$ cat src/rtl/sat_counter.sv
// Saturating up-counter with synchronous clear taking priority over increment.
module sat_counter #(
    parameter int unsigned WIDTH = 4
) (
    input  logic             clk,
    input  logic             rst_n,
    input  logic             i_inc,
    input  logic             i_clr,
    output logic [WIDTH-1:0] o_cnt
);

    logic [WIDTH-1:0] r_cnt;

    always_ff @(posedge clk or negedge rst_n) begin
        if (!rst_n) begin
            r_cnt <= '0;
        end else if (i_clr) begin
            r_cnt <= '0;
        end else if (i_inc && (r_cnt != '1)) begin
            r_cnt <= r_cnt + WIDTH'(1);
        end
    end

    assign o_cnt = r_cnt;

endmodule

$ cat config.mk
export PLATFORM = sky130hd
export DESIGN_NAME = sat_counter
export DESIGN_NICKNAME = d
export VERILOG_FILES = /design/src/rtl/sat_counter.sv
export SDC_FILE = /design/constraint.sdc
export NUM_CORES = 1
export LEC_CHECK = 0
export ABC_AREA = 0
export CAP_MARGIN = 5
export CORE_AREA = 2 2 39 41
export CTS_CLUSTER_SIZE = 40
export DETAILED_ROUTE_END_ITERATION = 6
export DIE_AREA = 0 0 41 43
export SETUP_SLACK_MARGIN = 0.5
export SYNTH_ARGS = -nofsm -noshare
export SYNTH_HDL_FRONTEND = slang
export SYNTH_SLANG_ARGS = --single-unit
$ cat constraint.sdc
create_clock -name clk -period 1.4 [get_ports clk]
set_input_delay 0.28 -clock clk [delete_from_list [all_inputs] [get_ports clk]]
set_output_delay 0.28 -clock clk [all_outputs]
set_load 0.03 [all_outputs]
Word-level counts from Yosys, hierarchy flattened. Index checks and enable logic that the tools add are counted.

Reductions and logical operators: 2. Add/sub/neg operators: 1. Mux-type cells: 2. Equal/unequal tests: 1.

Operators by type and width (count): $mux W4 (2); $add A4 B1 Y4 const B (1); $ne A4 B4 Y1 const B (1); $reduce_bool A2 Y1 (1); $logic_and A1 B1 Y1 (1).

Output and inout bits: 4. Input port bits: 4. Word-level logic and storage cells: 7. Register bits: 4.

Longest topological paths before layout. Gate-level depths: netlist (run 1).

Word-level depth: 4. Mapped depth: 4. Depth with buffers taken out: 4.

Worst setup path after synthesis (run 1). OpenSTA, ideal clock, no wires.

Path kind: register -> register. Start: register r_cnt[0], in the netlist o_cnt[0]. End: register r_cnt[0], in the netlist o_cnt[0]. Stages on the path, launching flop included: 5. Data required time: 1.275 ns. Buffers on the path: 0. Arrival: 1.340 ns. Setup slack: -0.065 ns. Cell sequence: dfrtp_1 ha_1 and3_4 nor2b_4 mux2_4.

Longest elaborated chain between the ends: 3. Elaborated cells between the ends (all ways): 6.

RTL lines: from (decl) (RTL line 12) `logic [WIDTH-1:0] r_cnt;`; from (signal assigned) (RTL line 20) `r_cnt <= r_cnt + WIDTH'(1);`; $add A4 B1 Y4 / $ne A4 B4 Y1 (equally long branches) (RTL line 20, 19); $mux W4 / $logic_and A1 B1 Y1 (equally long branches) (RTL line 19) `end else if (i_inc && (r_cnt != '1)) begin`; $mux W4 / $reduce_bool A2 Y1 (equally long branches).

Several ways; a longest one is shown, not always the timed one. The select of a mux whose other input is x is not followed. A chain may end at the register's enable or synchronous reset.

Worst setup path in the final report (run 1). Same ends and word-level chain as after synthesis.

==> metrics.md, run 1 <==
| Metric | Value |
|---|---|
| Clk sinks | `4` |
| Crit path arrival time | `1.40 ns` |
| Synth area leader | `dfrtp_1` |
| Antenna cells | `0` |
| Final Hold Viols | `0` |
| Mux cell area share after synthesis | `0.109` |
| Largest net degree at the start of global routing | `7` |
| Sw Ratio | `0.250` |
| WP data required | `1.52 ns` |
| Worst setup margin | `0.120 ns` |
| Initial Utilization | `0.165` |
| Total of max-cap violations | `0` |
| Worst-margin pin slew | `0.208 ns` |
| Clk buf depth | `2` |
| Clock slew at reported path FFs | `0.04 ns` |
| Status | `finished, final reports clean` |
| CP Class | `reg -> reg` |
| Post-Syn Nets | `25` |
| Most used DFF post-synth | `dfrtp_1` |
| Logic pwr share | `0.219` |
| VDD IR max | `0.637 mV` |
| Syn Area/Cell | `11.4 µm²` |
| Number of synthesized flops with an enable pin | `0` |
| Switching pwr | `92.0 µW` |
| Initial antenna violation count | `0` |
| Die height | `43 µm` |
| Power Dens Cells | `849 nW/µm²` |
| Critical-path top delay cell | `dfrtp_2` |
| Die Footprint | `1760 µm²` |
| # rows | `14` |
| Top layer in use | `met3` |
| Post-CTS Hold Buffers | `0` |
| XOR/XNOR share of the synthesized area | `0` |
| CP startpoint | `o_cnt[0]` |
| Critical Path Max Stage Delay | `0.42 ns` |
| Most common cell in the netlist | `dfrtp_1` |
| Global-route wire length before repair | `786 µm` |
| Clock skew | `0.000585 ns` |
| Vias | `221` |
| Root buffer cell | `clkbuf_4` |
| Met3 Routed Length | `69 µm` |
| Synth Register Bits | `4` |
| Ports | `8` |
| Max FFs per register | `4` |
| Reg area | `103 µm²` |
| Fillers | `140` |
| Distinct cell type count after synthesis | `15` |
| H-tree depth | `1` |
| Total GRT Usage | `0.0744` |
| Routed Antenna Nets | `0` |
| Async SR Flop Fraction | `1.00` |
| Met1 WL | `221 µm` |
| Min Tclk post-route | `1.28 ns` |
| Synth Cell Area | `229 µm²` |
| Clock share of power | `0.430` |
| Wirelength per Cell | `9.24 µm` |
| Adder-cell area share of the yosys netlist | `0.0546` |
| Gate Count Post-Synth | `20` |
| Worst Hold Class | `in -> async` |
| DRC viols | `0` |
| Placed wire-length estimate | `347 µm` |
| Synth area leaders | `dfrtp_1, mux2_4, nor2b_4` |
| Max FO, Critical Path | `3` |
| Sequential fraction of design power | `0.351` |
| Internal Pwr Total | `277 µW` |
| Vias in the first global route | `191` |
| Largest family of logic cells by synthesized area | `simple AND/OR/NAND/NOR gates` |
| Final setup fails | `0` |
| Clock Latency Late Sink | `0.24 ns` |
| Worst reg2reg startpoint | `o_cnt[0]` |
| Layout area overhead | `89.6%` |
| CTS tree | `yes` |
| Vias/cell | `4.02` |
| Period utilization | `0.915` |
| Max Freq | `781 MHz` |
| Synth Area in Compound Gates | `0.0656` |
| Critical Path End Type | `flop` |
| Core Footprint | `1380 µm²` |
| Drt initial violations | `3` |
| Final WL | `508 µm` |
| Post-Place Worst Slack | `-0.0216 ns` |
| Leakage | `0.198 nW` |
| Area of the multi-input gates | `146 µm²` |
| Synth warn | `0` |
| Gpl congestion | `0.679` |
| CP startpoint kind | `flop` |
| DR WL met2 | `217 µm` |
| Total gr overflow | `0` |
| Final Max Slew Viols | `0` |
| Number of port buffers | `7` |
| Crit-path cells | `ha_4 > and3_4 > nor2b_4 > mux2_4` |
| Simple-gate area share of the yosys netlist | `0.333` |
| Die Wd | `41 µm` |
| Register area share after synthesis | `0.437` |
| RSZ-0062 raised after global routing | `yes` |
| Fin nets | `45` |
| Max_slew headroom | `0.861` |
| Drt first pass iters | `4` |
| Synth top area share | `0.437` |
| WHS | `0.248 ns` |
| Share of layout cells above drive strength 1 | `0.590` |
| Final core occ | `0.314` |
| Num CTS Buffers | `3` |
| Synth top cells by count | `dfrtp_1, a21oi_1, nand2b_1` |
per-stage QoR:
| stage | total power [mW] | instance area (µm²) | std cells | setup TNS (ns) |
|---|---|---|---|---|
| floorplan | 0.163 | 244 | 20 | 0 |
| global placement | 0.191 | 349 | 45 | -0.0156 |
| detailed placement | 0.192 | 349 | 45 | -0.0216 |
| CTS | 0.363 | 412 | 52 | 0 |
| global route | 0.396 | 434 | 55 | 0 |
| finish | 0.369 | 434 | 55 | 0 |
power groups by stage:
stage	Clock (mW)	Combinational [mW]	Sequential, mW
final	0.159	0.0806	0.129
after global routing	0.179	0.0867	0.130
after CTS	0.164	0.0682	0.131
after detailed placement	0	0.0589	0.133
after global placement	0	0.0577	0.134
after floorplan	0	0.0195	0.144
critical path, delay by kind of cell, from the launching register on:
kind	cells	cell delay, ns
simple gates	2	0.27
mux	1	0.30
flops	1	0.42
fa+ha+maj	1	0.16
what timing repair did:
action / 4_1_cts / 5_1_grt
gates cloned: 0 / 0
pin swaps: 2 / 1
resized for setup: 26 / 5
buffers inserted: 3 / 3
setup endpoints to repair: 8 / 8
layer usage:
metal / up-vias / track usage
li1: 110 / -
met1: 99 / 0.0806
met2: 12 / 0.0875
met3: 0 / 0.0942
met4: 0 / 0.0200
met5: - / 0
final timing paths:
check | cells past startpoint | slack [ns] | to
max | 4 | 0.12 | o_cnt[0]
min in group clk | 3 | 0.68 | o_cnt[3]
min reg2reg | 3 | 0.68 | o_cnt[3]
max reg2reg | 4 | 0.12 | o_cnt[0]
min | 1 | 0.25 | o_cnt[3]
max in group asynchronous | 1 | 0.97 | o_cnt[0]
final cells by class:
| type | count | share of cell area |
|---|---|---|
| clock buffer | 4 | 0.0605 |
| multi-input combinational | 16 | 0.337 |
| timing repair buffer | 15 | 0.320 |
| tap | 16 | 0.0461 |
| sequential | 4 | 0.236 |
cells in the final DEF, fill, tap and decap left out, types with 2 or more instances in the layout:
master           n
buf_4            7
buf_6            5
clkbuf_4         3
clkdlybuf4s50_1  3
a21oi_1          2
nand2b_1         2
dfrtp_2          2
dfrtp_1          2
cell families (layout without fill, tap and decap cells):
family,count (synthesis),after routing
adder cells (fa/ha/maj),1,1
AO/OA/AOI/OAI,3,3
multiplexers,2,2
flip-flops,4,4
AND/OR/NAND/NOR,10,10
buffers and inverters,0,19
(Power assumes the default switching activity.)
==> run 2: changes to the inputs <==
GPL_ROUTABILITY_DRIVEN = 0   (was unset)
==> results of run 2 <==
Final layout, timing and power as in run 1 (identical DEF).
==> run 3: changes to the inputs <==
CAP_MARGIN = 10   (was 5)
PLACE_DENSITY = 0.39   (was unset)
==> run 3 against run 2 <==
Routed wire length rose by 11%. Clock power decreased by 6%. Largest power group unchanged. Critical path type unchanged. Die area is the same. Highest routed layer unchanged. Global-route usage is 1.9 points higher. Clock-buffer cell count fell by 1. Total power decreased by 3.1%. Critical endpoint unchanged. Combinational power shrank 3.0%.
==> metrics.md, run 3 (synthesis gave the netlist of run 1 again) <==
| Metric | Value |
|---|---|
| Status | `finished, final reports clean (unchanged)` |
| Reg area | `103 µm² (unchanged)` |
| RSZ-0062 raised after global routing | `yes (unchanged)` |
| Area of the multi-input gates | `146 µm² (unchanged)` |
| Die Wd | `41 µm (unchanged)` |
| Vias | `217 (was 221)` |
| Largest net degree at the start of global routing | `7 (unchanged)` |
| Final WL | `564 µm (was 508 µm)` |
| Drt initial violations | `0 (was 3)` |
| Commonest non-fill, non-tap cell in the layout | `buf_4 (unchanged)` |
| Clk buf depth | `2 (unchanged)` |
| CTS tree | `yes (unchanged)` |
| Max Freq | `783 MHz (was 781 MHz)` |
| Die Footprint | `1760 µm² (unchanged)` |
| Leakage | `0.190 nW (was 0.198 nW)` |
| Clk sinks | `4 (unchanged)` |
| Final Hold Viols | `0 (unchanged)` |
| WP data required | `1.52 ns (about the same)` |
| Routed Antenna Nets | `0 (unchanged)` |
| Wirelength per Cell | `10.6 µm (was 9.24 µm)` |
| Core Footprint | `1380 µm² (unchanged)` |
| Initial Utilization | `0.165 (unchanged)` |
| # rows | `14 (unchanged)` |
| Max_slew headroom | `0.860 (was 0.861)` |
| Global-route wire length before repair | `1010 µm (was 786 µm)` |
| Min Tclk post-route | `1.28 ns (about the same)` |
| Num CTS Buffers | `3 (unchanged)` |
| Post-Place Worst Slack | `-0.0255 ns (was -0.0216 ns)` |
| Fin nets | `44 (was 45)` |
| Max FO, Critical Path | `2 (was 3)` |
| Initial antenna violation count | `0 (unchanged)` |
| Final core occ | `0.303 (was 0.314)` |
| Power Dens Cells | `852 nW/µm² (was 849 nW/µm²)` |
| Clock skew | `0.00481 ns (was 0.000585 ns)` |
| Ports | `8 (unchanged)` |
| DRC viols | `0 (unchanged)` |
| Number of port buffers | `7 (unchanged)` |
| VDD IR max | `0.534 mV (was 0.637 mV)` |
| Worst setup margin | `0.123 ns (was 0.120 ns)` |
| Drt first pass iters | `1 (was 4)` |
| Number of cells on the worst reg-to-reg path | `4 (unchanged)` |
| Antenna cells | `0 (unchanged)` |
| Critical Path End Type | `flop (unchanged)` |
| Most frequent cells in the layout | `buf_4, buf_6, clkbuf_4, clkdlybuf4s50_1 (unchanged)` |
| Vias/cell | `4.09 (was 4.02)` |
| Total power | `357 µW (was 369 µW)` |
| Placed wire-length estimate | `410 µm (was 347 µm)` |
| Total GRT Usage | `0.0936 (was 0.0744)` |
| Worst Hold Class | `in -> async (unchanged)` |
| Final Max Slew Viols | `0 (unchanged)` |
| Clock slew at reported path FFs | `0.04 ns (about the same)` |
| Root buffer cell | `clkbuf_4 (unchanged)` |
| Crit path arrival time | `1.40 ns (about the same)` |
| Share of layout cells above drive strength 1 | `0.595 (was 0.590)` |
| CP Class | `reg -> reg (unchanged)` |
| Total of max-cap violations | `0 (unchanged)` |
| Max FFs per register | `4 (unchanged)` |
| Final setup fails | `0 (unchanged)` |
| Die height | `43 µm (unchanged)` |
| Vias in the first global route | `247 (was 191)` |
| H-tree depth | `1 (unchanged)` |
| Post-CTS Hold Buffers | `0 (unchanged)` |
| Fillers | `146 (was 140)` |
| Period utilization | `0.912 (was 0.915)` |
| Total gr overflow | `0 (unchanged)` |
| Placed cell count | `46 (was 45)` |
| Clock Latency Late Sink | `0.24 ns (about the same)` |
| Layout area overhead | `83.1% (was 89.6%)` |
| Final Non-Filler Cells | `53 (was 55)` |
| CP startpoint kind | `flop (unchanged)` |
| Worst-margin pin slew | `0.209 ns (was 0.208 ns)` |
-- run 3: cell types whose count changed in the layout (fill, tap and decap cells not counted) --
cell | before | now
clkbuf_1 | 1 | 0
buf_6 | 5 | 4
-- run 3: what timing repair did --
action | in CTS | in global routing
buffers inserted | 3 | 1
resized for setup | 24 | 6
setup endpoints to repair | 8 | 8
pin swaps | 3 | 1
-- run 3: layout make-up --
type	count	area share
Clock buffer	3	0.0537
Multi-Input combinational cell	16	0.349
Sequential cell	4	0.245
Timing Repair Buffer	14	0.304
Tap cell	16	0.0478
-- run 3: layer usage --
metal / vias up / routed length (µm) / GRT usage
met1: 99 / 221 / 0.0971
met5: - / 0 / 0
met2: 10 / 287 / 0.128
met4: 0 / 0 / 0.0400
li1: 108 / - / -
met3: 0 / 54 / 0.0838
-- run 3: worst max-delay path, cell delays in order, from the launching register on --
cell and delay (ns):
dfrtp_2 0.42, ha_4 0.16, and3_4 0.15, nor2b_4 0.12, mux2_4 0.30
-- run 3: final timing paths --
check / to / slack [ns] / start
min reg2reg: o_cnt[1] / 0.60 / o_cnt[1]
min in group clk: o_cnt[1] / 0.60 / o_cnt[1]
max: o_cnt[0] / 0.12 / o_cnt[0]
max reg2reg: o_cnt[0] / 0.12 / o_cnt[0]
max in group asynchronous: o_cnt[1] / 0.98 / rst_n
min: o_cnt[3] / 0.24 / rst_n
-- run 3: stage by stage --
step	setup TNS, ns	cell area (µm²)	hold slack, ns
CTS	0	408	0.236
global placement	-0.0122	357	0.493
finish	0	419	0.240
detailed placement	-0.0255	357	0.496
global route	0	419	0.241
floorplan	0	244	-0.0156
-- run 3: where the power goes --
group | internal (mW) | switching [mW]
Sequential | 0.123 | 0.00735
Clock | 0.0963 | 0.0526
Combinational | 0.0448 | 0.0334
Total | 0.264 | 0.0933
